[config.mk]
export PLATFORM = sky130hd
export DESIGN_NAME = pe_driver_flat
export DESIGN_NICKNAME = d
export VERILOG_FILES = /design/src/rtl/pe_driver_pkg.sv /design/src/rtl/pe_driver_if.sv /design/src/rtl/pe_driver_fifo.sv /design/src/rtl/pe_driver.sv /design/src/flat_wrapper.sv
export SDC_FILE = /design/constraint.sdc
export NUM_CORES = 1
export LEC_CHECK = 0
export CAP_MARGIN = 20
export CORE_ASPECT_RATIO = 1.5
export CORE_MARGIN = 2
export CORE_UTILIZATION = 40
export CTS_CLUSTER_DIAMETER = 50
export DETAILED_ROUTE_END_ITERATION = 10
export PLACE_DENSITY = 0.62
export REMOVE_ABC_BUFFERS = 1
export SKIP_CTS_REPAIR_TIMING = 1
export SLEW_MARGIN = 20
export SYNTH_ARGS = -nofsm -noshare
export SYNTH_HDL_FRONTEND = slang
export SYNTH_SLANG_ARGS = --single-unit
[constraint.sdc]
create_clock -name clk -period 2.8 [get_ports clk]
set_input_delay 0.56 -clock clk [delete_from_list [all_inputs] [get_ports clk]]
set_output_delay 0.56 -clock clk [all_outputs]
set_load 0.03 [all_outputs]
[src/rtl/pe_driver_pkg.sv]
// Shared types for the pe_driver slice (package pe_pkg).
package pe_pkg;

  localparam int unsigned PE_DATA_WIDTH = 8;

  typedef enum logic [1:0] {
    EMPTY = 2'd0,
    RUN   = 2'd1,
    DRAIN = 2'd2
  } pe_drv_state_e;

  typedef struct packed {
    logic                     is_weight;
    logic [PE_DATA_WIDTH-1:0] a;
    logic [PE_DATA_WIDTH-1:0] b;
  } pe_cmd_t;

  // Deliberately ignores a same-cycle response pop.
  function automatic logic credit_ok(input int unsigned inflight,
                                     input int unsigned occupancy,
                                     input int unsigned depth);
    return (inflight + occupancy) < depth;
  endfunction

endpackage

[src/rtl/pe_driver_if.sv]
// Command and response valid/ready streams of pe_driver.
interface pe_driver_if #(
  parameter int unsigned DATA_WIDTH = 8
);
  logic                  cmd_valid;
  logic                  cmd_ready;
  logic                  cmd_is_weight;
  logic [DATA_WIDTH-1:0] cmd_a;
  logic [DATA_WIDTH-1:0] cmd_b;
  logic                  rsp_valid;
  logic                  rsp_ready;
  logic [DATA_WIDTH-1:0] rsp_data;

  modport master (
    output cmd_valid, cmd_is_weight, cmd_a, cmd_b, rsp_ready,
    input  cmd_ready, rsp_valid, rsp_data
  );

  modport slave (
    input  cmd_valid, cmd_is_weight, cmd_a, cmd_b, rsp_ready,
    output cmd_ready, rsp_valid, rsp_data
  );
endinterface

[src/rtl/pe_driver_fifo.sv]
// Response buffer: synchronous FIFO with occupancy count, async active-low reset.
module pe_driver_fifo #(
  parameter int unsigned WIDTH = 8,
  parameter int unsigned DEPTH = 4
) (
  input  logic                       clk,
  input  logic                       rst_n,
  input  logic                       i_push,
  input  logic [WIDTH-1:0]           i_data,
  input  logic                       i_pop,
  output logic [WIDTH-1:0]           o_data,
  output logic [$clog2(DEPTH+1)-1:0] o_count
);
  localparam int unsigned AW = (DEPTH > 1) ? $clog2(DEPTH) : 1;
  localparam int unsigned CW = $clog2(DEPTH + 1);
  localparam logic [AW-1:0] LAST = AW'(DEPTH - 1);

  logic [WIDTH-1:0] r_mem [DEPTH];
  logic [AW-1:0]    r_wr;
  logic [AW-1:0]    r_rd;
  logic [CW-1:0]    r_count;
  logic             w_pop;

  assign w_pop = i_pop && (r_count != '0);

  always_ff @(posedge clk or negedge rst_n) begin
    if (!rst_n) begin
      for (int unsigned i = 0; i < DEPTH; i++) r_mem[i] <= '0;
      r_wr    <= '0;
      r_rd    <= '0;
      r_count <= '0;
    end else begin
      if (i_push) begin
        r_mem[r_wr] <= i_data;
        r_wr        <= (r_wr == LAST) ? '0 : r_wr + AW'(1);
      end
      if (w_pop) r_rd <= (r_rd == LAST) ? '0 : r_rd + AW'(1);
      r_count <= r_count + CW'(i_push) - CW'(w_pop);
    end
  end

  assign o_data  = r_mem[r_rd];
  assign o_count = r_count;

endmodule

[src/rtl/pe_driver.sv]
// Initiator-side sequencer for one basic_pe: issues weight/compute commands, returns results in order.
// Optional PE_DRIVER_PERF_EN adds perf_issued / perf_stalls counters.
module pe_driver
  import pe_pkg::*;
#(
  parameter int unsigned DATA_WIDTH = 8,
  parameter int unsigned PE_LATENCY = 2,
  parameter int unsigned FIFO_DEPTH = 4
) (
  input  logic                  clk,
  input  logic                  rst_n,
  pe_driver_if.slave            bus,
  output logic                  store_weight,
  output logic [DATA_WIDTH-1:0] data_input,
  output logic [DATA_WIDTH-1:0] previous_result,
  input  logic [DATA_WIDTH-1:0] result,
  output logic                  weight_loaded,
  output logic                  busy
`ifdef PE_DRIVER_PERF_EN
  ,
  output logic [31:0]           perf_issued,
  output logic [31:0]           perf_stalls
`endif
);
  localparam int unsigned IW = $clog2(PE_LATENCY + 1);
  localparam int unsigned CW = $clog2(FIFO_DEPTH + 1);

  pe_drv_state_e         r_state;
  logic [PE_LATENCY-1:0] r_sr;
  logic [IW-1:0]         r_inflight;
  logic [CW-1:0]         w_count;
  logic [DATA_WIDTH-1:0] w_fifo_data;
  logic                  w_cmd_ready;
  logic                  w_credit;
  logic                  w_acc_w;
  logic                  w_acc_c;
  logic                  w_tail;
  logic                  w_pop;

  assign w_credit = credit_ok(32'(r_inflight), 32'(w_count), FIFO_DEPTH);
  assign w_tail   = r_sr[PE_LATENCY-1];

  always_comb begin
    w_cmd_ready = 1'b0;
    case (r_state)
      EMPTY:   w_cmd_ready = bus.cmd_is_weight;
      RUN:     w_cmd_ready = bus.cmd_is_weight ? (r_inflight == '0) : w_credit;
      default: w_cmd_ready = 1'b0;
    endcase
    w_cmd_ready = w_cmd_ready && bus.cmd_valid;
  end

  assign w_acc_w = w_cmd_ready && bus.cmd_is_weight;
  assign w_acc_c = w_cmd_ready && !bus.cmd_is_weight;

  always_ff @(posedge clk or negedge rst_n) begin
    if (!rst_n) begin
      r_state         <= EMPTY;
      r_sr            <= '0;
      r_inflight      <= '0;
      store_weight    <= 1'b0;
      data_input      <= '0;
      previous_result <= '0;
      weight_loaded   <= 1'b0;
    end else begin
      store_weight <= w_acc_w;
      if (w_acc_w) begin
        data_input      <= '0;
        previous_result <= bus.cmd_b;
        weight_loaded   <= 1'b1;
      end else if (w_acc_c) begin
        data_input      <= bus.cmd_a;
        previous_result <= bus.cmd_b;
      end
      r_sr[0] <= w_acc_c;
      for (int unsigned i = 1; i < PE_LATENCY; i++) r_sr[i] <= r_sr[i-1];
      r_inflight <= r_inflight + IW'(w_acc_c) - IW'(w_tail);
      // The weight waits in DRAIN until every in-flight compute has left the PE.
      case (r_state)
        EMPTY: if (w_acc_w) r_state <= RUN;
        RUN:   if (bus.cmd_valid && bus.cmd_is_weight && (r_inflight != '0)) r_state <= DRAIN;
        DRAIN: if (r_inflight == '0) r_state <= RUN;
        default: r_state <= EMPTY;
      endcase
    end
  end

  assign w_pop = bus.rsp_ready && bus.rsp_valid;

  pe_driver_fifo #(
    .WIDTH (DATA_WIDTH),
    .DEPTH (FIFO_DEPTH)
  ) u_fifo (
    .clk     (clk),
    .rst_n   (rst_n),
    .i_push  (w_tail),
    .i_data  (result),
    .i_pop   (w_pop),
    .o_data  (w_fifo_data),
    .o_count (w_count)
  );

  assign bus.cmd_ready = w_cmd_ready;
  assign bus.rsp_valid = (w_count != '0);
  assign bus.rsp_data  = w_fifo_data;
  assign busy          = (r_inflight != '0) || (w_count != '0);

`ifdef PE_DRIVER_PERF_EN
  always_ff @(posedge clk or negedge rst_n) begin
    if (!rst_n) begin
      perf_issued <= '0;
      perf_stalls <= '0;
    end else begin
      if (w_acc_c) perf_issued <= perf_issued + 32'd1;
      if (bus.cmd_valid && !w_cmd_ready) perf_stalls <= perf_stalls + 32'd1;
    end
  end
`endif

endmodule

[src/flat_wrapper.sv]
// flat-port wrapper written by rule: the top's interface ports become plain ports
module pe_driver_flat import pe_pkg::*;
#(
  parameter int unsigned DATA_WIDTH = 8,
  parameter int unsigned PE_LATENCY = 2,
  parameter int unsigned FIFO_DEPTH = 4
)
  (clk, rst_n, store_weight, data_input, previous_result, result, weight_loaded, busy, bus_cmd_valid, bus_cmd_is_weight, bus_cmd_a, bus_cmd_b, bus_rsp_ready, bus_cmd_ready, bus_rsp_valid, bus_rsp_data);
  pe_driver_if #(.DATA_WIDTH(DATA_WIDTH)) bus_i ();
  input  logic clk;
  input  logic rst_n;
  output logic store_weight;
  output logic [DATA_WIDTH-1:0] data_input;
  output logic [DATA_WIDTH-1:0] previous_result;
  input  logic [DATA_WIDTH-1:0] result;
  output logic weight_loaded;
  output logic busy;
  input wire logic [$bits(bus_i.cmd_valid)-1:0] bus_cmd_valid;
  input wire logic [$bits(bus_i.cmd_is_weight)-1:0] bus_cmd_is_weight;
  input wire logic [$bits(bus_i.cmd_a)-1:0] bus_cmd_a;
  input wire logic [$bits(bus_i.cmd_b)-1:0] bus_cmd_b;
  input wire logic [$bits(bus_i.rsp_ready)-1:0] bus_rsp_ready;
  output wire logic [$bits(bus_i.cmd_ready)-1:0] bus_cmd_ready;
  output wire logic [$bits(bus_i.rsp_valid)-1:0] bus_rsp_valid;
  output wire logic [$bits(bus_i.rsp_data)-1:0] bus_rsp_data;
  assign bus_i.cmd_valid = bus_cmd_valid;
  assign bus_i.cmd_is_weight = bus_cmd_is_weight;
  assign bus_i.cmd_a = bus_cmd_a;
  assign bus_i.cmd_b = bus_cmd_b;
  assign bus_i.rsp_ready = bus_rsp_ready;
  assign bus_cmd_ready = bus_i.cmd_ready;
  assign bus_rsp_valid = bus_i.rsp_valid;
  assign bus_rsp_data = bus_i.rsp_data;
  pe_driver #(.DATA_WIDTH(DATA_WIDTH), .PE_LATENCY(PE_LATENCY), .FIFO_DEPTH(FIFO_DEPTH)) u_core (.clk(clk), .rst_n(rst_n), .bus(bus_i), .store_weight(store_weight), .data_input(data_input), .previous_result(previous_result), .result(result), .weight_loaded(weight_loaded), .busy(busy));
endmodule
==> results of run 1 <==
[report_power, final]
group	switching, mW	internal (mW)	leakage, nW
sequential	0.317	1.32	0.762
combinational	1.05	1.05	0.794
clock	0.325	0.482	0.109
total	1.69	2.86	1.67
[kinds of logic after synthesis]
group / synth area share (%)
fa+ha+maj: 4.83
xor+xnor: 1.17
flops: 52.4
compound gates: 10.2
mux: 21.4
buf+inv: 2.95
simple gates: 6.99
[flip-flops by register name, summed over array words and instances (netlist names)]
name and cells:
u_core.r_sr 2, u_core.store_weight 1, u_core.previous_result 8, u_core.r_inflight 2, u_core.u_fifo.r_mem 32, u_core.u_fifo.r_wr 2, u_core.weight_loaded 1, u_core.u_fifo.o_count 3
u_core.r_state 2, u_core.u_fifo.r_rd 2, u_core.data_input 8
[through the flow]
stage / instance area, um^2 / power, mW
floorplan: 2950 / 3.00
global placement: 3720 / 3.74
detailed placement: 3720 / 3.78
CTS: 3930 / 4.61
global route: 3930 / 4.86
finish: 3930 / 4.55
[path summary, 6_finish.rpt]
check                                      endpoint                startpoint  cells after the start  slack (ns)
max in group asynchronous     u_core.u_fifo.r_rd[0]                     rst_n                      2        1.92
hold / removal               u_core.u_fifo.r_mem[5]                     rst_n                      1        0.25
setup reg to reg           u_core.u_fifo.o_count[2]  u_core.u_fifo.o_count[2]                     10        0.50
setup / recovery                               busy  u_core.u_fifo.o_count[2]                      3        0.13
min in group clk                     u_core.r_sr[1]            u_core.r_sr[0]                      0        0.35
hold reg to reg                      u_core.r_sr[1]            u_core.r_sr[0]                      0        0.35
[routing by layer]
layer	vias to the layer above	GRT usage, %	part of all wire, %
met5	-	0	0
met4	0	5.36	1.1
met3	7	5.45	5.7
met2	58	25.9	50
met1	994	18.8	43
li1	976	-	-
[area by class of cell]
| cell class | instances | area share [%] |
|---|---|---|
| timing repair buffer | 66 | 16.4 |
| sequential | 63 | 40.1 |
| clock inverter | 3 | 1.02 |
| inverter | 9 | 0.860 |
| clock buffer | 13 | 4.30 |
| multi-input combinational | 146 | 34.1 |
| tap | 100 | 3.18 |
[synthesized netlist by cell type, drive strengths merged]
master    n
a211oi    2
a21oi     1
a31oi     2
and3b     1
buf       6
clkbuf    5
dfrtp    63
fa        1
ha       10
inv       9
mux2     34
mux2i     8
mux4      8
nand2     6
nand2b    9
nand3     9
nand3b    1
nor2      5
nor2b     1
nor3b     1
o2111ai   8
o211a     1
o211ai    9
o21a      1
o21ai    20
or2       1
or3       3
xnor2     4
[worst max-delay path, cell delays in order (launching register included)]
cell	delay (ns)
dfrtp_1	0.43
or3_1	0.43
or3_1	0.32
clkdlybuf4s50_1	0.61
==> flow_summary_export.csv, run 1 <==
group,metric,value,unit
global_routing,grt.total_usage,15.7,%
run,cap_violations,0,
finish,mostFrequentLayoutCell,"dfrtp_1",
global_routing,grt_max_degree,38,
yosys,synth_top_cell_by_area,"dfrtp_1",
finish,final_cells,400,
die,io-pin-count,58,
timing,fin_tns_setup,0,ns
die,coreArea,7270,um^2
timing,worst_pin_slew,0.633,ns
finish,drive_above_1_share,24.7,%
global_routing,grt-ovfl-total,0,
finish,multi_input_comb_area,1340,um^2
yosys,netlist_area,3010,um^2
finish,fill_cells,620,
clocking,cts_buffers,9,
timing,post-route-min-period,2.67,ns
die,initial_utilization,41.3,%
routing,postRouteAntennaNets,0,
clocking,clk_pin_slew,0.06,ns
worst_setup_path,end_kind,"output pin",
yosys,yosys.cell_types.count,34,
yosys,ys_seq_area_share,52.4,%
timing,slew_headroom,57.8,%
clocking,htree_num_levels,3,
yosys,yosysWarningCount,0,
worst_setup_path,cp_data_arrival_time,2.11,ns
routing,drt_pass1_iterations,4,
worst_setup_path,start_kind,"flop",
routing,viasPerCell,5.09,
global_routing,antenna_found_initial,0,
timing,holdWs,0.253,ns
timing,setup_viol,0,
die,dieArea,8240,um^2
yosys,yosys_register_bits,63,
clocking,root_buffer,"clkbuf_8",
power,p_leak,1.67,nW
yosys,netlist_instances,229,
worst_setup_path,crit_path_max_fanout,3,
die,fp.dieW,74.8,um
finish,seqCellArea,1580,um^2
placed_design,port-buffer-count,57,
worst_setup_path,crit_type,"reg -> out",
placed_design,post-place-ws,0.324,ns
timing,layout_worst_path_cycle_share,95.4,%
placed_design,dp_hpwl,4.12,mm
worst_setup_path,required,2.24,ns
routing,first_iter_violations,37,
timing,setup_ws,0.129,ns
power,power_density,1160,nW/um^2
placed_design,dp_cells,384,
timing,fmax,374,MHz
timing,rsz0062_at_grt,"false",
finish,mostFrequentLayoutCells,"dfrtp_1, clkdlybuf4s50_1, mux2_2",
timing,report.final.slew_viol_count,0,
min_path,hold_class,"in -> async",
global_routing,grt_first_pass_wirelength,9.72,mm
clocking,tritoncts,"yes",
routing,drt_wl_total,5.84,mm
clocking,numClockSinks,63,
yosys,syn_area_per_cell,13.1,um^2
global_routing,grt_pass1_vias,2059,
power,peakVddDrop,0.515,mV
routing,post_drt_wl_per_cell,14.6,um
placed_design,globalplace.congestion,0.730,
clocking,worstSkewPairLatency,0.33,ns
timing,final_hold_viol_count,0,
status,status,"finished, final reports clean",
yosys,synthTopCellsByArea,"dfrtp_1, mux2_2, mux4_2",
finish,syn2layout_area_growth,30.7,%
finish,antenna_cells,0,
finish,final_nets,335,
routing,vias,2035,
timing,skew,0.00532,ns
routing,drc,0,
yosys,synth_top_area_share,52.4,%
die,die_h,110,um
finish,fin_util,54.0,%
clocking,clockBufferDepth,2,
die,fp-row-count,38,
Power figures use the tool's default switching activity.
==> run 2, diff against run 1 <==
Settings changed: ABC_AREA set to 1, SKIP_CTS_REPAIR_TIMING 1 to not set, SYNTH_HIERARCHICAL set to 1.
==> run 2 against run 1 <==
Die area rose by 1.9%. Register-to-register slack better by 0.05 ns. Critical endpoint is now bus_rsp_data[6]. Routed wire length increased by 11%. Clock power rose by 49%. Flip-flop and latch count is the same. Global-route usage rose by 1.6 points. Via count grew 16%. Synthesized area increased by 2.0%.
==> flow_summary_export.csv, run 2 <==
group,metric,value,unit
placed_design,port-buffer-count,57,
clocking,root_buffer,"clkbuf_16",
clocking,htree_num_levels,3,
yosys,netlist_area,3070,um^2
clocking,cts_hold_buf,0,
timing,worst_pin_slew,0.767,ns
worst_setup_path,cpPeakStageDelay,0.67,ns
finish,final_nets,437,
yosys,netlist_instances,334,
yosys,async_flop_share,100,%
die,dieArea,8400,um^2
global_routing,grt_max_degree,34,
clocking,cts_buffers,9,
yosys,synth.most_common_cell,"nand2_1",
worst_setup_path,worstRegToRegCells,12,
timing,slew_headroom,48.9,%
routing,drt_wl_total,6.47,mm
finish,fin_util,54.0,%
global_routing,grt-ovfl-total,0,
worst_setup_path,reg2reg_from,"u_core/u_fifo/o_count[1]",
timing,fmax,395,MHz
timing,skew,0.00253,ns
worst_setup_path,cp_data_arrival_time,1.97,ns
yosys,synth_edf_count,0,
routing,post_drt_wl_per_cell,12.8,um
worst_setup_path,crit_type,"reg -> out",
yosys,synth_top_cell_by_area,"dfrtp_1",
die,die_h,111,um
finish,antenna_cells,0,
finish,largest_reg_flops,32,
clocking,tritoncts,"yes",
yosys,yosys_most_used_dff,"dfrtp_1",
clocking,numClockSinks,63,
worst_setup_path,required,2.24,ns
die,coreArea,7510,um^2
finish,top_regs,"u_core/u_fifo/r_mem: 32 flops, u_core/data_input: 8 flops, u_core/previous_result: 8 flops",
timing,final_hold_viol_count,0,
die,initial_utilization,40.8,%
routing,vias,2370,
worst_setup_path,start_kind,"flop",
timing,rsz0062_at_grt,"false",
routing,viasPerCell,4.70,
finish,mostFrequentLayoutCells,"nand2_1, dfrtp_1, clkdlybuf4s50_1",
routing,drt_pass1_iterations,6,
yosys,yosysWarningCount,6,
finish,drive_above_1_share,14.4,%
clocking,post_cts_resized,0,
yosys,ys_seq_area_share,51.4,%
finish,mostFrequentLayoutCell,"nand2_1",
min_path,hold_class,"in -> async",
yosys,syn_area_per_cell,9.19,um^2
power,p_leak,2.01,nW
placed_design,placed_area,3730,um^2
global_routing,grt.total_usage,17.3,%
clocking,post_cts_buffers,0,
yosys,yosys_register_bits,63,
clocking,worstSkewPairLatency,0.33,ns
yosys,yosys.cell_types.count,29,
worst_setup_path,crit_path_max_fanout,8,
finish,fin_area,4060,um^2
worst_setup_path,cp_slowest_cell,"clkdlybuf4s50_1",
power,power_density,1280,nW/um^2
timing,holdWs,0.309,ns
clocking,clk_pin_slew,0.05,ns
routing,drc,0,
timing,post-route-min-period,2.53,ns
worst_setup_path,crit_chain,"inv_1 -> o211ai_1 -> nand2_1 -> clkdlybuf4s50_1",
worst_setup_path,end_kind,"output pin",
finish,largest_register,"u_core/u_fifo/r_mem",
global_routing,grt_pass1_vias,2396,
routing,postRouteAntennaNets,0,
worst_setup_path,r2r-end,"u_core/u_fifo/o_count[2]",
timing,fin_tns_setup,0,ns
placed_design,dp_hpwl,4.50,mm
placed_design,dp_cells,488,
clocking,clockBufferDepth,2,
status,status,"finished, final reports clean",
finish,final_cells,504,
finish,syn2layout_area_growth,32.3,%
worst_setup_path,endpoint,"bus_rsp_data[6]",
worst_setup_path,reg2reg_setup_slack,0.55,ns
yosys,synth_top_area_share,51.4,%
timing,report.final.slew_viol_count,0,
global_routing,antenna_found_initial,0,
worst_setup_path,cp-startpoint,"u_core/u_fifo/r_rd[1]",
run,cap_violations,0,
yosys,synthTopCellsByArea,"dfrtp_1, nand2_1, inv_1",
yosys,ys_top_cells_by_count,"nand2_1, dfrtp_1, inv_1",
timing,layout_worst_path_cycle_share,90.4,%
routing,first_iter_violations,91,
placed_design,globalplace.congestion,0.781,
timing,setup_viol,0,
die,io-pin-count,58,
die,fp-row-count,39,
die,fp.dieW,75.5,um
power,peakVddDrop,0.555,mV
global_routing,grt_first_pass_wirelength,11.0,mm
[run 2: cell count changes in the layout (fill, tap and decap cells not counted), sizes merged, moves of 4 or more]
cell / previous run / this run
o2111ai: 8 / 0
nand3: 9 / 5
mux4: 8 / 0
mux2: 34 / 0
o211ai: 9 / 17
o21ai: 20 / 34
nand4: 0 / 9
nand2: 6 / 119
mux2i: 8 / 0
inv: 9 / 43
nand2b: 9 / 0
nor2: 5 / 12
[run 2: cell type report]
class | instances | area, um^2
clock inverters | 3 | 65.1
repair buffers | 64 | 628
well taps | 102 | 128
inverters | 43 | 161
fillers | 709 | 3460
flip-flops and latches | 63 | 1580
clock buffers | 13 | 260
multi-input cells | 216 | 1240
[run 2: how the worst min path moves through the flow]
stage | to | slack (ns) | cells past startpoint
after floorplan | u_core/data_input[0] | 0.26 | 0
after global placement | u_core/r_sr[1] | 0.33 | 0
after detailed placement | u_core/r_sr[1] | 0.34 | 0
after CTS | u_core/u_fifo/o_count[0] | 0.32 | 1
after global routing | u_core/u_fifo/r_mem[1] | 0.36 | 1
final | u_core/u_fifo/r_rd[1] | 0.31 | 1
[run 2: power breakdown]
part	total, mW	internal [mW]	switching (mW)
logic	2.35	0.972	1.38
clock network	1.20	0.826	0.379
registers	1.64	1.34	0.291
[run 2: logic make-up after synthesis]
logic type,count (synthesis),synth area share (%)
DFF,63,51.4
buffers and inverters,55,8.20
xor gates and xnor gates,4,1.14
and+or+nand+nor,146,22.2
AOI/OAI and AO/OA,55,12.3
adders and majority gates,11,4.73
[run 2: per-layer routing]
metal	up-vias	global-route usage (%)	wire, um
met4	0	6.32	102
met5	-	0	0
met1	1098	19.8	2620
met3	11	6.18	415
li1	1196	-	-
met2	65	28.8	3340
[run 2: through the flow]
stage / setup slack (ns) / power, mW
global route: 0.112 / 5.60
CTS: 0.227 / 5.27
floorplan: 0.422 / 3.17
finish: 0.269 / 5.19
detailed placement: 0.219 / 4.02
global placement: 0.266 / 3.96
[run 2: worst max-delay path, delay by kind of cell (launching register included)]
kind | cells | cell delay [ns]
simple gates | 1 | 0.09
flops | 1 | 0.43
buf+inv | 2 | 0.98
compound gates | 1 | 0.15
==> RTL change 1 (config.mk and constraints of run 2) <==
`DATA_WIDTH` is set to 8 in 3 places; all go to 6.
--- a/src/rtl/pe_driver_if.sv
+++ b/src/rtl/pe_driver_if.sv
@@ -1,6 +1,6 @@
 // Command and response valid/ready streams of pe_driver.
 interface pe_driver_if #(
-  parameter int unsigned DATA_WIDTH = 8
+  parameter int unsigned DATA_WIDTH = 6
 );
   logic                  cmd_valid;
   logic                  cmd_ready;
--- a/src/rtl/pe_driver.sv
+++ b/src/rtl/pe_driver.sv
@@ -3,7 +3,7 @@
 module pe_driver
   import pe_pkg::*;
 #(
-  parameter int unsigned DATA_WIDTH = 8,
+  parameter int unsigned DATA_WIDTH = 6,
   parameter int unsigned PE_LATENCY = 2,
   parameter int unsigned FIFO_DEPTH = 4
 ) (
--- a/src/flat_wrapper.sv
+++ b/src/flat_wrapper.sv
@@ -1,7 +1,7 @@
 // flat-port wrapper written by rule: the top's interface ports become plain ports
 module pe_driver_flat import pe_pkg::*;
 #(
-  parameter int unsigned DATA_WIDTH = 8,
+  parameter int unsigned DATA_WIDTH = 6,
   parameter int unsigned PE_LATENCY = 2,
   parameter int unsigned FIFO_DEPTH = 4
 )
Interface: changed (6 resized); port bits go from 58 to 46. The function was not compared with the original's and may differ.
==> RTL change 1 against run 2 <==
  * Area after synthesis fell by 19%
  * Combinational power fell by 25%
  * Total power fell by 30%
  * Count of clock-buffer cells in the layout fell by 7
  * Final area fell by 23%
  * Routed wire length fell by 25%
  * Worst setup slack improved by 8.5 ps
  * Sequential cell count fell by 12
  * Sequential power fell by 20%
  * Final cell count fell by 21%
  * Sequential share of layout area rose by 2.1 points
  * Clock skew rose by 6.1 ps
  * Non-clock buffer count fell by 14
  * Critical path type unchanged
  * Highest routed layer unchanged
==> RTL change 1: results (changes against run 2) <==
Result of the run: completed (unchanged). The HPWL after detailed placement came to 3709 um (was 4499 um). The number of global-route vias before repair is 1792 (was 2396). The clock slew seen by the registers of the worst setup and hold paths is 90 ps (was 50 ps).

The placed instance count is 391 (was 488). Top cells by area, synth: sky130_fd_sc_hd__dfrtp_1 (51%), sky130_fd_sc_hd__nand2_1 (14%), sky130_fd_sc_hd__inv_1 (5.3%) (was sky130_fd_sc_hd__dfrtp_1 (51%), sky130_fd_sc_hd__nand2_1 (13%), sky130_fd_sc_hd__inv_1 (4.8%)). The leakage power total is 1.569 nW (was 2.006 nW). The share of synthesized area occupied by flip-flops and latches is 51.20% (was 51.39%).

The total cell area at the placement stage is 2984 sq um (was 3734 sq um). The compound-cell area share of the yosys netlist is 12.35% (was 12.32%). The worst-skew pair later-pin latency is 300 ps (was 330 ps). The post-placement setup slack came out at 218.3 ps (was 219.1 ps). The capture point of the critical path is bus_rsp_data[2] (was bus_rsp_data[6]). The count of different cell masters after synthesis is 26 (was 29).

Most used standard cells in the synthesized netlist: sky130_fd_sc_hd__nand2_1 (90), sky130_fd_sc_hd__dfrtp_1 (51), sky130_fd_sc_hd__inv_1 (35), sky130_fd_sc_hd__o21ai_1 (16), sky130_fd_sc_hd__o211ai_1 (12) (was sky130_fd_sc_hd__nand2_1 (104), sky130_fd_sc_hd__dfrtp_1 (63), sky130_fd_sc_hd__inv_1 (39), sky130_fd_sc_hd__o21ai_1 (24), sky130_fd_sc_hd__o211ai_1 (17)). The number of levels in the clock H-tree came to 2 (was 3). The final net count came out at 358 (was 437).

The filler cell count in the final layout came out at 587 (was 709). The largest clock skew in the final design is 8.589 ps (was 2.530 ps). The largest net degree at the start of global routing came out at 25 (was 34).

The timing-limited maximum frequency came out at 0.3965 GHz (was 0.3951 GHz). The global placer's final weighted congestion came out at 0.7373 (was 0.7807). The share of final-layout standard cells stronger than drive strength 1 came out at 9.846% (was 14.43%).

Biggest regs: u_core/u_fifo/r_mem x24, u_core/data_input x6, u_core/previous_result x6 (was u_core/u_fifo/r_mem x32, u_core/data_input x8, u_core/previous_result x8). The wire length of the first global-routing pass came to 8376 um (was 10990 um). The maximum vdd drop came to 0.6354 mV (was 0.5555 mV).
RTL change 1: report_power, final:
| group | internal (W) | switching (W) |
|---|---|---|
| registers | 0.00107 | 0.000236 |
| logic | 0.000733 | 0.00103 |
| clock network | 0.000357 | 0.000236 |
| total | 0.00216 | 0.00150 |
RTL change 1: critical path: cells and delay by family, from the launching register on:
kind	cells	cell delay, ps
compound gates	1	130
buf+inv	2	910
flops	1	530
simple gates	1	90
RTL change 1: per-layer routing:
layer	vias up	routed length (um)	global-route usage, %
li1	969	-	-
met1	894	1978	19.01
met2	36	2626	28.48
met3	6	190	3.575
met4	0	73	5.077
met5	-	0	0
RTL change 1: final cells by class:
type                    instances  area share (%)
well taps                      74           2.971
multi-input cells             179           31.96
clock inverters                 2           1.927
inverters                      37           4.456
flip-flops and latches         51           40.95
clock buffers                   6           2.328
repair buffers                 50           15.42
RTL change 1: worst min-delay path by stage:
stage | start | end | cells after the start
6_report | rst_n | u_core/previous_result[2] | 1
5_1_grt | rst_n | u_core/previous_result[2] | 1
4_1_cts | rst_n | u_core/previous_result[2] | 1
3_5_place_dp | u_core/r_sr[0] | u_core/r_sr[1] | 0
3_3_place_gp | u_core/r_sr[0] | u_core/r_sr[1] | 0
2_1_floorplan | rst_n | u_core/data_input[0] | 0
RTL change 1: logic make-up after synthesis:
family,after synthesis
buffers and inverters,48
AND/OR/NAND/NOR,120
AO/OA/AOI/OAI,44
adder cells (fa/ha/maj),11
XOR/XNOR,4
flip-flops,51
RTL change 1: per-stage QoR:
| step | hold WS (ps) | utilization, % |
|---|---|---|
| 3_3_place_gp | 333.6 | 49.02 |
| 6_report | 127.4 | 51.20 |
| 4_1_cts | 131.9 | 51.20 |
| 5_1_grt | 143.7 | 51.20 |
| 3_5_place_dp | 335.6 | 49.02 |
| 2_1_floorplan | 264.4 | - |
==> RTL change 2 (flow settings as in run 2) <==
Without the edit above. Encoding of `pe_drv_state_e`: now one-hot (3 bits for 3 states).
--- a/src/rtl/pe_driver_pkg.sv
+++ b/src/rtl/pe_driver_pkg.sv
@@ -3,10 +3,10 @@
 
   localparam int unsigned PE_DATA_WIDTH = 8;
 
-  typedef enum logic [1:0] {
-    EMPTY = 2'd0,
-    RUN   = 2'd1,
-    DRAIN = 2'd2
+  typedef enum logic [2:0] {
+    EMPTY = 3'b001,
+    RUN   = 3'b010,
+    DRAIN = 3'b100
   } pe_drv_state_e;
 
   typedef struct packed {
Check against the original RTL: no difference found for any inputs over 10 cycles, from zero or initial values and one cycle with rst_n low; not proved beyond that.
==> RTL change 2 against run 2 <==
  * Register-to-register slack improved by 30 ps
  * Maximum frequency fell by 0.24%
  * Die area rose by 0.16%
  * Final cell count rose by 0.79%
  * Sequential cell count rose by 1
  * Worst setup slack got worse by 6.1 ps
  * First-iteration DRC count rose by 15%
  * Total power fell by 6.3%
  * Final area fell by 1.6%
  * Global-route usage fell by 0.71 points
  * Area after synthesis rose by 0.16%
  * Routed wire length fell by 5.5%
  * Critical endpoint is now bus_rsp_data[0]
==> RTL change 2: results (changes against run 2) <==
Top cells by area, synth: sky130_fd_sc_hd__dfrtp_1 (51%), sky130_fd_sc_hd__nand2_1 (13%), sky130_fd_sc_hd__inv_1 (5.3%) (was sky130_fd_sc_hd__dfrtp_1 (51%), sky130_fd_sc_hd__nand2_1 (13%), sky130_fd_sc_hd__inv_1 (4.8%)). Result of the run: completed (unchanged). The total net switching power came to 0.001918 W (was 0.002052 W). The HPWL after detailed placement came out at 4260 um (was 4499 um). The routed via count divided by cell count came to 4.663 (was 4.702). The largest net degree at the start of global routing is 65 (was 34). The power consumed by the clock network was 0.00109 W (was 0.00120 W). The non-filler instance count after layout came out at 508 (was 504). The detailed-route wire length on metal 1 is 2665 um (was 2615 um). The wire length of the first global-routing pass is 10760 um (was 10990 um). The clock share of power came out at 22.5% (was 23.2%). The total cell area at the placement stage is 3696 sq um (was 3734 sq um). The largest clock skew in the final design is 4.270 ps (was 2.530 ps). The global placer's final weighted congestion is 0.7331 (was 0.7807).

The flip-flop and latch area is 1603 sq um (was 1577 sq um). The number of global-route vias before repair came out at 2310 (was 2396). The filler cell count in the final layout came to 750 (was 709). The path category of the worst min-delay check is reg2reg (was in2async).

The leakage power total is 2.019 nW (was 2.006 nW). The met1 layer usage reported by global route is 21.02% (was 19.83%). The transition at the pin with the smallest max-transition slack is 796.0 ps (was 766.8 ps). The share of final-layout standard cells stronger than drive strength 1 was 11.82% (was 14.43%). The origin of the worst setup path is u_core/u_fifo/r_rd[0] (was u_core/u_fifo/r_rd[1]). The final net count is 441 (was 437). The placed instance count came out at 492 (was 488). The final routed wire length divided by cell count is 12.04 um (was 12.85 um). The maximum net fanout on the critical path is 32 (was 8).

The maximum vdd drop came out at 0.6492 mV (was 0.5555 mV). Most used standard cells in the synthesized netlist: sky130_fd_sc_hd__nand2_1 (104), sky130_fd_sc_hd__dfrtp_1 (63), sky130_fd_sc_hd__inv_1 (43), sky130_fd_sc_hd__o21ai_1 (24), sky130_fd_sc_hd__o211ai_1 (16) (was sky130_fd_sc_hd__nand2_1 (104), sky130_fd_sc_hd__dfrtp_1 (63), sky130_fd_sc_hd__inv_1 (39), sky130_fd_sc_hd__o21ai_1 (24), sky130_fd_sc_hd__o211ai_1 (17)). The post-placement setup slack is 238.7 ps (was 219.1 ps). The average instance area after synthesis came to 8.985 sq um (was 9.185 sq um). The share of synthesized area occupied by flip-flops and latches came out at 52.16% (was 51.39%). The number of optimization iterations in the first detailed-route pass was 4 (was 6). The fraction of power consumed by sequential logic came to 33.1% (was 31.5%).

The number of design-rule violations left by the first detailed-router iteration came out at 105 (was 91). The global routing met3 resource utilization came out at 4.525% (was 6.182%). The met2 capacity usage during global routing is 26.38% (was 28.81%). The met2 routed wirelength was 3048 um (was 3340 um).
RTL change 2: final timing paths:
path	endpoint	slack [ps]	depth (start not counted)
worst max-delay path	bus_rsp_data[0]	260	4
worst min-delay path	u_core/r_sr[1]	350	0
worst max register to register	u_core/u_fifo/o_count[2]	580	12
worst min register to register	u_core/r_sr[1]	350	0
max in group asynchronous	u_core/store_weight	1870	2
min in group asynchronous	u_core/u_fifo/r_mem[3]	410	2
RTL change 2: cell families (layout without fill, tap and decap cells):
logic type,after synthesis,in the layout,share of synthesized area (%)
AOI/OAI and AO/OA,56,56,11.60
and+or+nand+nor,147,147,21.21
DFF,64,64,52.16
adders and majority gates,11,11,4.723
buffers and inverters,60,124,9.161
xor gates and xnor gates,4,4,1.140
RTL change 2: final cells by class:
type                       instances  area share [%]
sequential                        64           40.12
multi-input combinational        218           29.75
timing repair buffer              63           15.22
clock buffer                      11           6.076
inverter                          45           4.228
tap                              102           3.194
clock inverter                     5           1.409
